### config.mk
export PLATFORM = sky130hd
export DESIGN_NAME = td4_run_ctrl
export DESIGN_NICKNAME = d
export VERILOG_FILES = /design/src/rtl/td4_run_ctrl.sv
export SDC_FILE = /design/constraint.sdc
export NUM_CORES = 1
export LEC_CHECK = 0
export BUFFER_PORTS_ARGS = -buffer_cell sky130_fd_sc_hd__buf_2
export CELL_PAD_IN_SITES_DETAIL_PLACEMENT = 1
export CELL_PAD_IN_SITES_GLOBAL_PLACEMENT = 2
export CORE_AREA = 4 4 133 103
export CTS_CLUSTER_SIZE = 12
export DETAILED_ROUTE_END_ITERATION = 10
export DIE_AREA = 0 0 137 107
export PLACE_DENSITY = 0.74
export SYNTH_ARGS = -nofsm -noshare
export SYNTH_HDL_FRONTEND = slang
export SYNTH_SLANG_ARGS = --single-unit
### constraint.sdc
create_clock -name CLK -period 5.5 [get_ports CLK]
set_input_delay 1.1 -clock CLK [delete_from_list [all_inputs] [get_ports CLK]]
set_output_delay 1.1 -clock CLK [all_outputs]
set_load 0.01 [all_outputs]
### src/rtl/td4_run_ctrl.sv
// Run/step/breakpoint controller for the TD4 core: debounced KEY, short/long press
// classification, and a one-cycle CPU_CE from a rate divider (RUN) or per press (STEP).
module td4_run_ctrl #(
  parameter int unsigned DEB_CYCLES  = 270000,
  parameter int unsigned LONG_CYCLES = 13500000,
  parameter int unsigned DIV         = 8388608,
  parameter bit          START_RUN   = 1'b1
) (
  input  logic       CLK,
  input  logic       nRST,
  input  logic       KEY,
  input  logic [3:0] PC,
  input  logic       BP_EN,
  input  logic [3:0] BP_ADDR,
  output logic       CPU_CE,
  output logic [1:0] MODE,
  output logic       HIT,
  output logic       PRESSED,
  output logic [7:0] TICKS
);

  localparam int unsigned DebW  = $clog2(DEB_CYCLES + 1);
  localparam int unsigned HoldW = $clog2(LONG_CYCLES + 1);
  localparam int unsigned DivW  = $clog2(DIV);

  localparam logic [DebW-1:0]  DebLast  = DebW'(DEB_CYCLES - 1);
  localparam logic [HoldW-1:0] LongLast = HoldW'(LONG_CYCLES - 1);
  localparam logic [HoldW-1:0] LongSat  = HoldW'(LONG_CYCLES);
  localparam logic [DivW-1:0]  DivLast  = DivW'(DIV - 1);

  typedef enum logic [1:0] {
    StHalt = 2'b00,
    StRun  = 2'b01,
    StStep = 2'b10
  } state_e;

  localparam state_e StReset = START_RUN ? StRun : StHalt;

  logic             key_meta_q, key_sync_q;
  logic             pressed_q, pressed_d;
  logic             pressed_prev_q;
  logic [DebW-1:0]  deb_cnt_q, deb_cnt_d;
  logic [HoldW-1:0] hold_cnt_q, hold_cnt_d;
  state_e           state_q, state_d;
  logic [DivW-1:0]  div_q, div_d;
  logic             armed_q, armed_d;
  logic             ce_q, ce_d;
  logic             hit_q, hit_d;
  logic [7:0]       ticks_q, ticks_d;

  logic sync_level;
  logic long_ev, short_ev;
  logic div_last, bp_cond;

  assign sync_level = ~key_sync_q;

  // Debounce and press classification
  always_comb begin
    pressed_d = pressed_q;
    deb_cnt_d = '0;
    if (sync_level != pressed_q) begin
      if (deb_cnt_q == DebLast) begin
        pressed_d = sync_level;
      end else begin
        deb_cnt_d = deb_cnt_q + 1'b1;
      end
    end

    hold_cnt_d = '0;
    if (pressed_q) begin
      hold_cnt_d = (hold_cnt_q == LongSat) ? hold_cnt_q : hold_cnt_q + 1'b1;
    end
  end

  // Hold count sits at LongSat once LONG has fired, which suppresses the release SHORT.
  assign long_ev  = pressed_q && (hold_cnt_q == LongLast);
  assign short_ev = pressed_prev_q && !pressed_q && (hold_cnt_q != LongSat);

  assign div_last = (div_q == DivLast);
  assign bp_cond  = div_last && armed_q && BP_EN && (PC == BP_ADDR);

  always_comb begin
    state_d = state_q;
    ce_d    = 1'b0;
    hit_d   = hit_q;
    armed_d = (state_q == StRun) ? armed_q : 1'b0;
    div_d   = '0;

    unique case (state_q)
      StHalt: begin
        if (short_ev) begin
          state_d = StStep;
          ce_d    = 1'b1;
        end else if (long_ev) begin
          state_d = StRun;
        end
      end
      StRun: begin
        div_d = div_last ? '0 : div_q + 1'b1;
        // Press events take priority over the divider; HIT reflects only the breakpoint.
        if (short_ev || long_ev) begin
          state_d = StHalt;
          hit_d   = bp_cond;
        end else if (bp_cond) begin
          state_d = StHalt;
          hit_d   = 1'b1;
        end else if (div_last) begin
          ce_d    = 1'b1;
          armed_d = 1'b1;
        end
      end
      StStep: begin
        state_d = StHalt;
      end
      default: begin
        state_d = StHalt;
      end
    endcase

    if (state_d != StRun) begin
      div_d = '0;
    end
    if (state_q == StHalt && state_d != StHalt) begin
      hit_d = 1'b0;
    end

    ticks_d = ce_d ? ticks_q + 8'd1 : ticks_q;
  end

  always_ff @(posedge CLK) begin
    if (!nRST) begin
      key_meta_q     <= 1'b1;
      key_sync_q     <= 1'b1;
      pressed_q      <= 1'b0;
      pressed_prev_q <= 1'b0;
      deb_cnt_q      <= '0;
      hold_cnt_q     <= '0;
      state_q        <= StReset;
      div_q          <= '0;
      armed_q        <= 1'b0;
      ce_q           <= 1'b0;
      hit_q          <= 1'b0;
      ticks_q        <= 8'd0;
    end else begin
      key_meta_q     <= KEY;
      key_sync_q     <= key_meta_q;
      pressed_q      <= pressed_d;
      pressed_prev_q <= pressed_q;
      deb_cnt_q      <= deb_cnt_d;
      hold_cnt_q     <= hold_cnt_d;
      state_q        <= state_d;
      div_q          <= div_d;
      armed_q        <= armed_d;
      ce_q           <= ce_d;
      hit_q          <= hit_d;
      ticks_q        <= ticks_d;
    end
  end

  assign CPU_CE  = ce_q;
  assign MODE    = state_q;
  assign HIT     = hit_q;
  assign PRESSED = pressed_q;
  assign TICKS   = ticks_q;

endmodule

# == Yosys cells after proc, flatten, opt, wreduce, memory -nomap -nowiden ==
# Cells that the tools add are included.
# word_totals
output_inout_bits,13
regBits,83
in_bits,12
# classes
eq_ne,9
n_bitwise,4
n_addsub,4
n_mux,17
n_reduce_logical,18
# ops
cell,count
"== test 24 bit, second input constant",2
"adder 24 x 1 -> 24 bit, second input constant",1
"!= test 24 bit, second input constant",1
"adder 23 x 1 -> 23 bit, second input constant",1
"== test 23 bit, second input constant",1
"adder 19 x 1 -> 19 bit, second input constant",1
"== test 19 bit, second input constant",1
2-to-1 mux 1 bit,11
"adder 8 x 1 -> 8 bit, second input constant",1
2-to-1 mux 2 bit,4
logical AND 1 bit,7
AND reduction 2 bit,3
== test 4 bit,1
inverter 1 bit,4
case mux 2 bit (2 select lines),1
nonzero test 2 bit,2
OR reduction 4 bit,1
OR reduction 3 bit,1
"== test 2 x 1 -> 1 bit, second input constant",1
zero test 2 bit,1
"!= test 2 x 1 -> 1 bit, second input constant",1
case mux 1 bit (2 select lines),1
OR reduction 2 bit,1
zero test 1 bit,1
2 further kinds,2

# == Depth between registers and ports, before layout ==
# Gate-level depths: netlist (run 1).
# logic_depth
word_depth,10
mapped_depth,9
ltp_nobuf,9

# == Worst setup path before layout (run 1) ==
# OpenSTA, ideal clock, no wires.
# synth_timing
path_type,input -> register
from,in PC[1]
to,"reg ticks_q[4], in the netlist TICKS[4]"
cell_stages,7
path_buffers,0
setup_time_ns,0.118
required_time_ns,5.382
t_arrival_ns,2.359
setup_slack_ns,3.023
cell_sequence,inv_1 -> a22o_1 -> nor3_1 -> and2b_1 -> a32o_2 -> and3_4 -> mux2i_1
# synth_via
elab_chain_len,5
# synth_rtl
item,line,rtl
"start, declared",12,"input logic [3:0] PC,"
== test 4 bit,80,assign bp_cond = div_last && armed_q && BP_EN && (PC == BP_ADDR);
logical AND 1 bit,80,
2-to-1 mux 1 bit,104,end else if (bp_cond) begin
2-to-1 mux 1 bit,101,if (short_ev || long_ev) begin
case mux 1 bit (2 select lines),89,unique case (state_q)
"end signal, assigned",156,ticks_q <= ticks_d;
"end, declared",49,"logic [7:0] ticks_q, ticks_d;"
# Every way passes these cells.
# A chain may end at the register's enable or synchronous reset.

# == Final worst setup path (run 1) ==
# layout_timing
from,reg hold_cnt_q[0]
to,reg div_q[22]
# layout_via
elab_chain_len,7
# layout_rtl
item,line,rtl
"start, declared",43,"logic [HoldW-1:0] hold_cnt_q, hold_cnt_d;"
"start signal, assigned",150,hold_cnt_q <= hold_cnt_d;
== test 24 bit or != test 24 bit (tied branches),"76, 77",
"logical AND 1 bit, on equally long branches","76, 77",
2-to-1 mux 2 bit or logical OR 1 bit (tied branches),"94, 101",
"2-to-1 mux 2 bit, on equally long branches","91, 101",
case mux 2 bit (2 select lines) (*),89,
!= test 2 x 1 -> 1 bit (*),120,if (state_d != StRun) begin
OR reduction 4 bit (no line) (*),-,
"end signal, assigned",152,div_q <= div_d;
"end, declared",45,"logic [DivW-1:0] div_q, div_d;"
# Mark *: on every way between the ends. The rest lies on a longest branch, timed or not.

==> run summary, run 1 <==
CRITICAL PATH
-----------------------------------------------------------------------------------------------
Worst endpoint required time .....................................................      5.76 ns
Worst reg2reg path depth .........................................................            8
Element type at the critical path start ..........................................     register
Crit Path Category ...............................................................   reg -> reg
Data arrival time at the worst-slack endpoint ....................................      2.84 ns
Largest fanout on the critical path ..............................................           22
Reg-to-Reg End ...................................................................    div_q[22]
CP endpoint kind .................................................................     register
Reg-to-reg slack, setup ..........................................................      2.91 ns
Worst flop-to-flop path startpoint ............................................... hold_cnt_q[0]

ROUTING
-----------------------------------------------------------------------------------------------
Antenna-violating nets left ......................................................            0
Vias .............................................................................         2829
Vias per Instance ................................................................        4.593
Number of detailed-route iterations in the first pass ............................            4
Final routed DRC violation total .................................................            0
Post-DR wirelength/cell ..........................................................     12.18 um
Number of design-rule violations left by the first detailed-router iteration .....           65
Sum of routed wire length over all layers ........................................      7504 um

SYNTH
-----------------------------------------------------------------------------------------------
Sequential-to-total area share from yosys stat ...................................       45.25%
Number of enable flip-flop cells after synthesis .................................            0
Top cell types by occurrence after synthesis ..................................... sky130_fd_sc_hd__dfxtp_1, sky130_fd_sc_hd__nor2_1, sky130_fd_sc_hd__xor2_1
Mux contribution to synthesized area .............................................       2.181%
Ys flop type ..................................................................... sky130_fd_sc_hd__dfxtp_1
Area share of and/or/nand/nor cells after synthesis ..............................       30.22%
Post-Synthesis Cells .............................................................          418
Proportion of register bits with asynchronous set or reset after synthesis .......           0%
Flip-flop and latch count after synthesis ........................................           83
Syn_area_per_cell ................................................................    8.785 um2
Largest area contributor in the netlist .......................................... sky130_fd_sc_hd__dfxtp_1
Top cell type's share of synthesized area ........................................       45.25%
Top cells by area, synth ......................................................... sky130_fd_sc_hd__dfxtp_1, sky130_fd_sc_hd__xor2_1, sky130_fd_sc_hd__nor2_1
Cell Area, Synth .................................................................     3672 um2
Post-synth cell types ............................................................           43
Synth Area in Compound Gates .....................................................       4.259%
Warning count from the yosys run .................................................            0
Main combinational cell family by area after synthesis ........................... simple AND/OR/NAND/NOR gates
Xor/xnor cell area share of the yosys netlist ....................................       14.07%
Syn_nets .........................................................................          435
Adder-Cell Fraction of Synth Area ................................................       1.704%

POWER
-----------------------------------------------------------------------------------------------
Switching power ..................................................................     253.6 uW
Internal portion of total power ..................................................      1059 uW
Pwr Density ...................................................................... 304.2 nW/um2
Static leakage ...................................................................  0.001528 uW
Sequential group share of total power ............................................        46.2%
Switching share of total power ...................................................       19.31%
Worst IR Drop VDD ................................................................  0.0001490 V
Portion of total power attributed to the clock network ...........................        52.3%
Combinational Power Share ........................................................         1.5%

FLOORPLAN
-----------------------------------------------------------------------------------------------
Die ar. ..........................................................................    14660 um2
Core Box Area ....................................................................    12260 um2
Horizontal extent of the die .....................................................       137 um
Vertical extent of the die .......................................................       107 um
Initial Util .....................................................................       29.95%
Standard-cell row count ..........................................................           35
I/O pin total ....................................................................           25

CLOCK NETWORK
-----------------------------------------------------------------------------------------------
Number of cells upsized or downsized after cts ...................................            0
Clock latency reported for the late side of the worst-skew pair ..................      0.34 ns
Buffers from clock root to sink, at most .........................................            2
Clock sink count .................................................................           83
Post-CTS setup buffer count ......................................................            0
CTS tree .........................................................................         done
Total number of H-tree levels ....................................................            3
CTS buffer count .................................................................            9
Hold buffer count at cts .........................................................            0
CTS root buf ..................................................................... sky130_fd_sc_hd__clkbuf_16
Clock input transition at the sequential cells of the worst setup and hold paths .      0.06 ns

STA
-----------------------------------------------------------------------------------------------
Peak Freq ........................................................................    386.8 MHz
Final TNS setup ..................................................................         0 ns
Transition at the pin with the smallest max-transition slack .....................    0.8402 ns
Setup clock skew after layout ....................................................  0.008126 ns
Worst slew slack as a fraction of its limit ......................................       43.85%
Final Max Slew Viols .............................................................            0
Final number of hold-violating endpoints .........................................            0
Setup repair after global routing missed its margin ..............................        false
Final-report setup violation count ...............................................            0
Final worst-path cycle share .....................................................       47.00%
Final worst path period need .....................................................     2.585 ns
Worst hold slack .................................................................    0.4148 ns

WORST HOLD PATH
-----------------------------------------------------------------------------------------------
Worst min-delay path startpoint ..................................................   key_meta_q
Worst hold path stage count ......................................................            1
Classification of the worst-slack hold path ......................................   reg -> reg
Worst hold path endpoint .........................................................   key_sync_q

GLOBAL ROUTE
-----------------------------------------------------------------------------------------------
GR Overflow Total ................................................................            0
Number of antenna violations at the first check in global routing ................            0
Number of global-route vias before repair ........................................         2902
Combined global-route utilization of all metal layers ............................       11.41%
Wire length of the first global-routing pass .....................................     13570 um
Maximum number of pins on one net before global-route repair .....................           26

FINAL LAYOUT
-----------------------------------------------------------------------------------------------
Fraction of layout instances using a drive strength above 1 ......................       12.00%
Number of nets in the layout .....................................................          462
P&R area growth vs syn ...........................................................       17.51%
Post-route cell area .............................................................     4315 um2
Layout Utilization ...............................................................       35.19%
Number of antenna diodes .........................................................            0

RUN
-----------------------------------------------------------------------------------------------
Max-cap violation count ..........................................................            0

PLACEMENT
-----------------------------------------------------------------------------------------------
RePlAce Congestion ...............................................................       0.7592
Placement Cell Area ..............................................................     3968 um2
Port Buffer Count ................................................................           24
HPWL Detailed ....................................................................      5330 um

RUN STATUS
-----------------------------------------------------------------------------------------------
Status ...........................................................................    completed

[through the flow]
step | total power (uW) | std cells | setup slack [ns]
6_report | 1313 | 616 | 2.915
5_1_grt | 1364 | 616 | 2.619
4_1_cts | 1339 | 616 | 2.858
3_5_place_dp | 639.6 | 600 | 2.775
3_3_place_gp | 638.4 | 600 | 2.794
2_1_floorplan | 631.6 | 418 | 3.023
[logic make-up after synthesis]
family,Yosys count
AO/OA/AOI/OAI,22
XOR/XNOR,59
adder cells (fa/ha/maj),5
buffers and inverters,22
flip-flops,83
multiplexers,8
AND/OR/NAND/NOR,219
[placed cells by master (no fill, tap or decap), types with 8 or more instances in the layout]
master,synthesis,layout
sky130_fd_sc_hd__dfxtp_1,83,83
sky130_fd_sc_hd__nor2_1,83,83
sky130_fd_sc_hd__xor2_1,36,36
sky130_fd_sc_hd__nand2_1,34,34
sky130_fd_sc_hd__nand3_1,24,24
sky130_fd_sc_hd__buf_2,2,24
sky130_fd_sc_hd__xnor2_1,23,23
sky130_fd_sc_hd__nand4_1,22,22
sky130_fd_sc_hd__inv_1,14,14
sky130_fd_sc_hd__clkbuf_16,0,9
sky130_fd_sc_hd__mux2i_1,8,8
sky130_fd_sc_hd__nand2b_1,8,8
[how the worst max path moves through the flow]
stage,startpoint,to,slack (ns),cells past startpoint
6_report,hold_cnt_q[0],div_q[22],2.91,8
5_1_grt,hold_cnt_q[0],div_q[22],2.62,8
4_1_cts,hold_cnt_q[0],div_q[22],2.86,8
3_5_place_dp,BP_ADDR[3],TICKS[4],2.78,8
3_3_place_gp,BP_ADDR[3],TICKS[4],2.79,8
2_1_floorplan,PC[1],TICKS[4],3.02,7
[cell type report]
class                   instances  area [um2]
flip-flops and latches         83        1662
clock inverters                 3       67.56
clock buffers                  13       280.3
inverters                      14       52.55
well taps                     166       207.7
multi-input cells             313        1926
repair buffers                 24       120.1
fillers                      1449        7946
[metal layers]
layer	share of wire, %	up-vias	routed length (um)	track usage, %
met5	0	-	0	0
li1	-	1458	-	-
met3	4.1	13	305	3.518
met1	52	1325	3932	15.48
met4	1.9	0	144	4.487
met2	42	33	3122	16.83
[sequential cells by signal, summed over array words and instances, names as in the netlist, 2 cells and up]
name,cells
hold_cnt_q,24
div_q,23
deb_cnt_q,19
TICKS,8
MODE,2
[power by group through the flow]
stage | clock network [uW] | registers (uW) | logic, uW
3_3_place_gp | 0 | 620 | 18.8
4_1_cts | 713 | 606 | 20.1
2_1_floorplan | 0 | 619 | 12.4
5_1_grt | 735 | 606 | 22.9
3_5_place_dp | 0 | 620 | 19.8
6_report | 687 | 606 | 19.3
[worst max-delay path, cell delays in order (launching register included)]
cell	delay [ns]
sky130_fd_sc_hd__dfxtp_1	0.34
sky130_fd_sc_hd__inv_1	0.10
sky130_fd_sc_hd__ha_1	0.16
sky130_fd_sc_hd__nand2_1	0.05
sky130_fd_sc_hd__or4_4	0.44
sky130_fd_sc_hd__nor4_4	0.47
sky130_fd_sc_hd__o21a_4	0.25
sky130_fd_sc_hd__nand2_1	0.45
sky130_fd_sc_hd__nor2_1	0.25
Power figures use the tool's default switching activity.
==> run 2: changes to the inputs <==
Clock period 5.5 ns to 2.4 ns, I/O delays scaled along.
==> run 2 against run 1 <==
Against the previous run: clock skew is 0.0025 ns lower; setup slack got worse by 2.8 ns; sequential cell count did not move; wire length grew 3.7%; fmax up 12%; non-clock buffer count up 10; clock power increased by 98%; via count rose by 0.99%; total power up 110%; critical path depth stayed put; highest routed layer unchanged.
==> run summary, run 2 (same netlist as run 1, synthesis figures left out) <==
PLACEMENT
-----------------------------------------------------------------------------------------------
Port Buffer Count ................................................................           24
RePlAce Congestion ...............................................................       0.7403
HPWL Detailed ....................................................................      5602 um

GLOBAL ROUTE
-----------------------------------------------------------------------------------------------
Number of global-route vias before repair ........................................         2940
Number of antenna violations at the first check in global routing ................            0
Maximum number of pins on one net before global-route repair .....................           26
Combined global-route utilization of all metal layers ............................       11.43%
GR Overflow Total ................................................................            0
Wire length of the first global-routing pass .....................................     13650 um

CRITICAL PATH
-----------------------------------------------------------------------------------------------
Worst reg2reg path depth .........................................................            8
CP endpoint kind .................................................................     register
Crit Path Category ...............................................................   reg -> reg
Reg-to-Reg End ...................................................................     TICKS[4]
Data arrival time at the worst-slack endpoint ....................................      2.53 ns
Element type at the critical path start ..........................................     register
Largest fanout on the critical path ..............................................            7
Worst endpoint required time .....................................................      2.62 ns
Reg-to-reg slack, setup ..........................................................      0.09 ns
Worst flop-to-flop path startpoint ............................................... hold_cnt_q[0]

STA
-----------------------------------------------------------------------------------------------
Setup repair after global routing missed its margin ..............................         true
Transition at the pin with the smallest max-transition slack .....................    0.4273 ns
Final worst-path cycle share .....................................................       96.05%
Setup clock skew after layout ....................................................  0.005662 ns
Worst slew slack as a fraction of its limit ......................................       71.25%
Final number of hold-violating endpoints .........................................            0
Peak Freq ........................................................................    433.8 MHz
Final TNS setup ..................................................................         0 ns
Final-report setup violation count ...............................................            0
Final Max Slew Viols .............................................................            0
Final worst path period need .....................................................     2.305 ns

FLOORPLAN
-----------------------------------------------------------------------------------------------
Core Box Area ....................................................................    12260 um2
I/O pin total ....................................................................           25
Die ar. ..........................................................................    14660 um2
Standard-cell row count ..........................................................           35
Vertical extent of the die .......................................................       107 um
Horizontal extent of the die .....................................................       137 um
Initial Util .....................................................................       29.95%

FINAL LAYOUT
-----------------------------------------------------------------------------------------------
Fraction of layout instances using a drive strength above 1 ......................       14.85%
Number of flip-flops in the largest register .....................................           24
P&R area growth vs syn ...........................................................       19.05%
Number of nets in the layout .....................................................          472
Most common cell after layout, fill and taps aside ............................... sky130_fd_sc_hd__nor2_1
Number of antenna diodes .........................................................            0
Layout fillers ...................................................................         1439
Largest regs ..................................................................... hold_cnt_q (24), div_q (23), deb_cnt_q (19)
Most frequent cells in the layout ................................................ sky130_fd_sc_hd__nor2_1, sky130_fd_sc_hd__dfxtp_1, sky130_fd_sc_hd__xor2_1, sky130_fd_sc_hd__nand2_1
Register ranked first by flip-flop count .........................................   hold_cnt_q

RUN
-----------------------------------------------------------------------------------------------
Max-cap violation count ..........................................................            0

CLOCK NETWORK
-----------------------------------------------------------------------------------------------
CTS buffer count .................................................................            9
Clock input transition at the sequential cells of the worst setup and hold paths .      0.06 ns
Clock sink count .................................................................           83
Post-CTS setup buffer count ......................................................            0
Total number of H-tree levels ....................................................            3
CTS tree .........................................................................         done
CTS root buf ..................................................................... sky130_fd_sc_hd__clkbuf_16
Buffers from clock root to sink, at most .........................................            2
Hold buffer count at cts .........................................................            0
Clock latency reported for the late side of the worst-skew pair ..................      0.33 ns
Number of cells upsized or downsized after cts ...................................            0

ROUTING
-----------------------------------------------------------------------------------------------
Vias .............................................................................         2857
Vias per Instance ................................................................        4.579
Number of design-rule violations left by the first detailed-router iteration .....          101
Antenna-violating nets left ......................................................            0
Final routed DRC violation total .................................................            0
Number of detailed-route iterations in the first pass ............................            4
Post-DR wirelength/cell ..........................................................     12.47 um
Sum of routed wire length over all layers ........................................      7780 um

WORST HOLD PATH
-----------------------------------------------------------------------------------------------
Worst min-delay path startpoint ..................................................          KEY
Worst hold path endpoint .........................................................   key_meta_q
Worst hold path stage count ......................................................            2
Classification of the worst-slack hold path ......................................    in -> reg

POWER
-----------------------------------------------------------------------------------------------
Worst IR Drop VDD ................................................................  0.0004460 V
Static leakage ...................................................................  0.001554 uW
Overall power of the completed layout ............................................      2801 uW
Pwr Density ...................................................................... 640.6 nW/um2

RUN STATUS
-----------------------------------------------------------------------------------------------
Status ...........................................................................    completed

[run 2: cell types whose count changed in the layout (fill, tap and decap cells not counted), moves of 2 or more]
cell,before,now
sky130_fd_sc_hd__buf_12,0,2
sky130_fd_sc_hd__buf_4,0,8
sky130_fd_sc_hd__clkbuf_8,4,1
sky130_fd_sc_hd__clkinvlp_4,1,3
sky130_fd_sc_hd__dfxtp_1,83,81
sky130_fd_sc_hd__dfxtp_2,0,2
[run 2: stage by stage]
| step | cells | instance area (um2) | hold WS (ns) | worst slack, ns | util (%) |
|---|---|---|---|---|---|
| after CTS | 624 | 4359 | 0.3173 | 0.04792 | 35.55 |
| after detailed placement | 610 | 4068 | 0.4164 | 0.05627 | 33.17 |
| after floorplan | 418 | 3672 | 0.3863 | 0.1811 | - |
| after global placement | 610 | 4068 | 0.3944 | 0.1217 | 33.17 |
| after global routing | 624 | 4372 | 0.3289 | -0.008983 | 35.65 |
| final | 624 | 4372 | 0.3297 | 0.09486 | 35.65 |
[run 2: area by class of cell]
class                   instances  area [um2]  area share (%)
clock buffers                  10       239.0           5.467
flip-flops and latches         83        1664           38.07
multi-input cells             313        1936           44.28
inverters                      14       52.55           1.202
clock inverters                 4       52.55           1.202
well taps                     166       207.7           4.751
repair buffers                 34       220.2           5.037
[run 2: where the power goes]
group	switching (uW)	internal, uW	total, uW	leakage [uW]
clock network	537	822	1360	0.000133
logic	27.0	24.7	51.7	0.000750
registers	5.72	1380	1390	0.000670
total	570	2230	2800	0.00155
[run 2: worst max-delay path by stage]
stage               slack (ns)       end     startpoint
global placement          0.12  TICKS[4]  hold_cnt_q[1]
detailed placement        0.06  TICKS[4]  hold_cnt_q[1]
CTS                       0.05  TICKS[4]  hold_cnt_q[1]
finish                    0.09  TICKS[4]  hold_cnt_q[0]
global route            -0.009  TICKS[4]       div_q[0]
floorplan                 0.18  TICKS[4]  hold_cnt_q[0]
[run 2: critical path, cell delays in order, from the launching register on]
cell and delay (ns):
sky130_fd_sc_hd__dfxtp_2 0.36, sky130_fd_sc_hd__ha_2 0.19, sky130_fd_sc_hd__nand4_1 0.12, sky130_fd_sc_hd__or3_1 0.32, sky130_fd_sc_hd__or4_4 0.43, sky130_fd_sc_hd__o21a_4 0.16
sky130_fd_sc_hd__a32o_2 0.32, sky130_fd_sc_hd__and3_4 0.18, sky130_fd_sc_hd__mux2i_1 0.10
[run 2: metal layers]
metal	vias to the layer above	wire length (um)	track usage, %
met5	-	0	0
met4	0	84	3.419
met3	6	271	3.096
met2	34	3271	17.98
met1	1338	4153	15.27
li1	1479	-	-
==> run 3: changes to the inputs <==
Settings changed: CORE_AREA 4 4 133 103 to 4 4 121 94, DIE_AREA 0 0 137 107 to 0 0 125 98, PLACE_DENSITY 0.74 to 0.86, SETUP_SLACK_MARGIN set to 0.5.
==> run 3 against run 2 <==
Against the previous run: register-to-register slack is essentially flat; sequential share of layout area fell by 3.8 points; clock skew grew 0.0019 ns; first-iteration DRC count rose by 41%; critical path depth is the same; global-route usage up 4.4 points; final area increased by 12%; combinational power grew 81%; fmax up 0.54%; final cell count shrank 0.96%; total power shrank 0.45%; critical path type unchanged.
==> run summary, run 3 (same netlist as run 1, synthesis figures left out) <==
RUN STATUS
-----------------------------------------------------------------------------------------------
Status ...........................................................................    completed

ROUTING
-----------------------------------------------------------------------------------------------
Vias per Instance ................................................................        5.068
Sum of routed wire length over all layers ........................................      9707 um
Vias .............................................................................         3132
Antenna-violating nets left ......................................................            0
Number of design-rule violations left by the first detailed-router iteration .....          142
Post-DR wirelength/cell ..........................................................     15.71 um
Number of detailed-route iterations in the first pass ............................            4
Final routed DRC violation total .................................................            0

FINAL LAYOUT
-----------------------------------------------------------------------------------------------
Post-route cell area .............................................................     4896 um2
Number of nets in the layout .....................................................          494
Most common cell after layout, fill and taps aside ............................... sky130_fd_sc_hd__dfxtp_1
Largest regs ..................................................................... hold_cnt_q (24), div_q (23), deb_cnt_q (19)
Number of flip-flops in the largest register .....................................           24
Number of antenna diodes .........................................................            0
Fraction of layout instances using a drive strength above 1 ......................       29.05%
P&R area growth vs syn ...........................................................       33.32%
Register ranked first by flip-flop count .........................................   hold_cnt_q
Most frequent cells in the layout ................................................ sky130_fd_sc_hd__dfxtp_1, sky130_fd_sc_hd__nor2_1, sky130_fd_sc_hd__xor2_1, sky130_fd_sc_hd__nand2_1, sky130_fd_sc_hd__buf_2

GLOBAL ROUTE
-----------------------------------------------------------------------------------------------
Number of antenna violations at the first check in global routing ................            0
Number of global-route vias before repair ........................................         3240
GR Overflow Total ................................................................            0
Combined global-route utilization of all metal layers ............................       15.85%
Maximum number of pins on one net before global-route repair .....................           26
Wire length of the first global-routing pass .....................................     15940 um

CLOCK NETWORK
-----------------------------------------------------------------------------------------------
Clock sink count .................................................................           83
CTS root buf ..................................................................... sky130_fd_sc_hd__clkbuf_16
Buffers from clock root to sink, at most .........................................            2
CTS buffer count .................................................................            9
Clock latency reported for the late side of the worst-skew pair ..................      0.34 ns
CTS tree .........................................................................         done
Total number of H-tree levels ....................................................            3
Clock input transition at the sequential cells of the worst setup and hold paths .      0.06 ns
Hold buffer count at cts .........................................................            0

STA
-----------------------------------------------------------------------------------------------
Final worst path period need .....................................................     2.293 ns
Worst slew slack as a fraction of its limit ......................................       70.91%
Setup clock skew after layout ....................................................  0.007545 ns
Final Max Slew Viols .............................................................            0
Peak Freq ........................................................................    436.1 MHz
Setup repair after global routing missed its margin ..............................         true
Transition at the pin with the smallest max-transition slack .....................    0.4330 ns
Final worst-path cycle share .....................................................       95.54%
Final-report setup violation count ...............................................            0
Final TNS setup ..................................................................         0 ns
Final number of hold-violating endpoints .........................................            0

CRITICAL PATH
-----------------------------------------------------------------------------------------------
Data arrival time at the worst-slack endpoint ....................................      2.52 ns
Worst flop-to-flop path startpoint ............................................... hold_cnt_q[0]
Element type at the critical path start ..........................................     register
Crit Path Category ...............................................................   reg -> reg
CP endpoint kind .................................................................     register
Worst endpoint required time .....................................................      2.63 ns
Largest fanout on the critical path ..............................................            6
Critical Path Source ............................................................. hold_cnt_q[0]

POWER
-----------------------------------------------------------------------------------------------
Worst IR Drop VDD ................................................................  0.0004306 V
Internal portion of total power ..................................................      2181 uW
Switching power ..................................................................     607.2 uW
Static leakage ...................................................................  0.001720 uW
Sequential group share of total power ............................................        49.8%
Switching share of total power ...................................................       21.78%
Combinational Power Share ........................................................         3.4%
Portion of total power attributed to the clock network ...........................        46.8%
Pwr Density ...................................................................... 569.4 nW/um2

FLOORPLAN
-----------------------------------------------------------------------------------------------
Standard-cell row count ..........................................................           32
Vertical extent of the die .......................................................        98 um
Die ar. ..........................................................................    12250 um2
I/O pin total ....................................................................           25
Initial Util .....................................................................       36.11%
Core Box Area ....................................................................    10170 um2
Horizontal extent of the die .....................................................       125 um

WORST HOLD PATH
-----------------------------------------------------------------------------------------------
Classification of the worst-slack hold path ......................................    in -> reg
Worst min-delay path startpoint ..................................................          KEY

RUN
-----------------------------------------------------------------------------------------------
Max-cap violation count ..........................................................            0

PLACEMENT
-----------------------------------------------------------------------------------------------
HPWL Detailed ....................................................................      5759 um
Placement Cell Area ..............................................................     4016 um2
Port Buffer Count ................................................................           24
RePlAce Congestion ...............................................................       0.7875

run 3: cell count changes in the layout (fill, tap and decap cells not counted), moves of 4 or more:
cell / before / now
sky130_fd_sc_hd__nor3_1: 7 / 3
sky130_fd_sc_hd__nor2_4: 0 / 20
sky130_fd_sc_hd__buf_4: 8 / 20
sky130_fd_sc_hd__dfxtp_1: 81 / 75
sky130_fd_sc_hd__nor2_1: 83 / 60
sky130_fd_sc_hd__buf_6: 0 / 7
run 3: final cells by class:
| cell class | count | area, um2 |
|---|---|---|
| Clock buffer | 12 | 256.5 |
| Tap cell | 136 | 170.2 |
| Multi-Input combinational cell | 313 | 2253 |
| Sequential cell | 83 | 1679 |
| Inverter | 14 | 55.05 |
| Timing Repair Buffer | 56 | 456.7 |
| Fill cell | 1184 | 5274 |
| Clock inverter | 4 | 25.02 |
run 3: worst paths after layout:
kind | endpoint | slack (ns) | depth (start not counted)
max | TICKS[4] | 0.11 | 8
min | key_meta_q | 0.33 | 2
max reg2reg | TICKS[4] | 0.11 | 8
min reg2reg | key_sync_q | 0.42 | 1
run 3: worst max-delay path: stages, from the launching register on:
cell	delay, ns
sky130_fd_sc_hd__dfxtp_4	0.37
sky130_fd_sc_hd__ha_4	0.13
sky130_fd_sc_hd__nand4_1	0.15
sky130_fd_sc_hd__or3_1	0.34
sky130_fd_sc_hd__or4_4	0.45
sky130_fd_sc_hd__o21a_4	0.16
sky130_fd_sc_hd__a32o_2	0.30
sky130_fd_sc_hd__and3_4	0.17
sky130_fd_sc_hd__mux2i_1	0.11
run 3: metrics by stage:
stage	util [%]	setup slack [ns]	hold slack (ns)	instances	power, uW
after floorplan	-	0.2027	0.3863	418	1452
after global placement	39.49	0.1737	0.3929	578	1469
after detailed placement	39.49	0.07902	0.4079	578	1472
after CTS	46.25	0.1985	0.3127	615	2822
after global routing	48.14	0.03615	0.3125	618	2900
final	48.14	0.1071	0.3253	618	2788
run 3: power by group through the flow:
stage / combinational (uW) / clock [uW] / sequential [uW]
global route: 100 / 1410 / 1390
CTS: 87.7 / 1350 / 1390
global placement: 49.5 / 0 / 1420
floorplan: 32.7 / 0 / 1420
detailed placement: 51.6 / 0 / 1420
finish: 93.8 / 1310 / 1390
run 3: timing repair:
| item | CTS | global route |
|---|---|---|
| gates resized for setup | 55 | 43 |
| endpoints found under the setup margin | 57 | 65 |
| pin swaps | 24 | 11 |
| cloned | 5 | 0 |
| buffers inserted | 16 | 3 |
run 3: per-layer routing:
| metal | track usage [%] | routed length (um) |
|---|---|---|
| met4 | 6.333 | 309 |
| met1 | 18.93 | 4324 |
| met3 | 4.210 | 298 |
| met5 | 0 | 0 |
| met2 | 27.26 | 4774 |
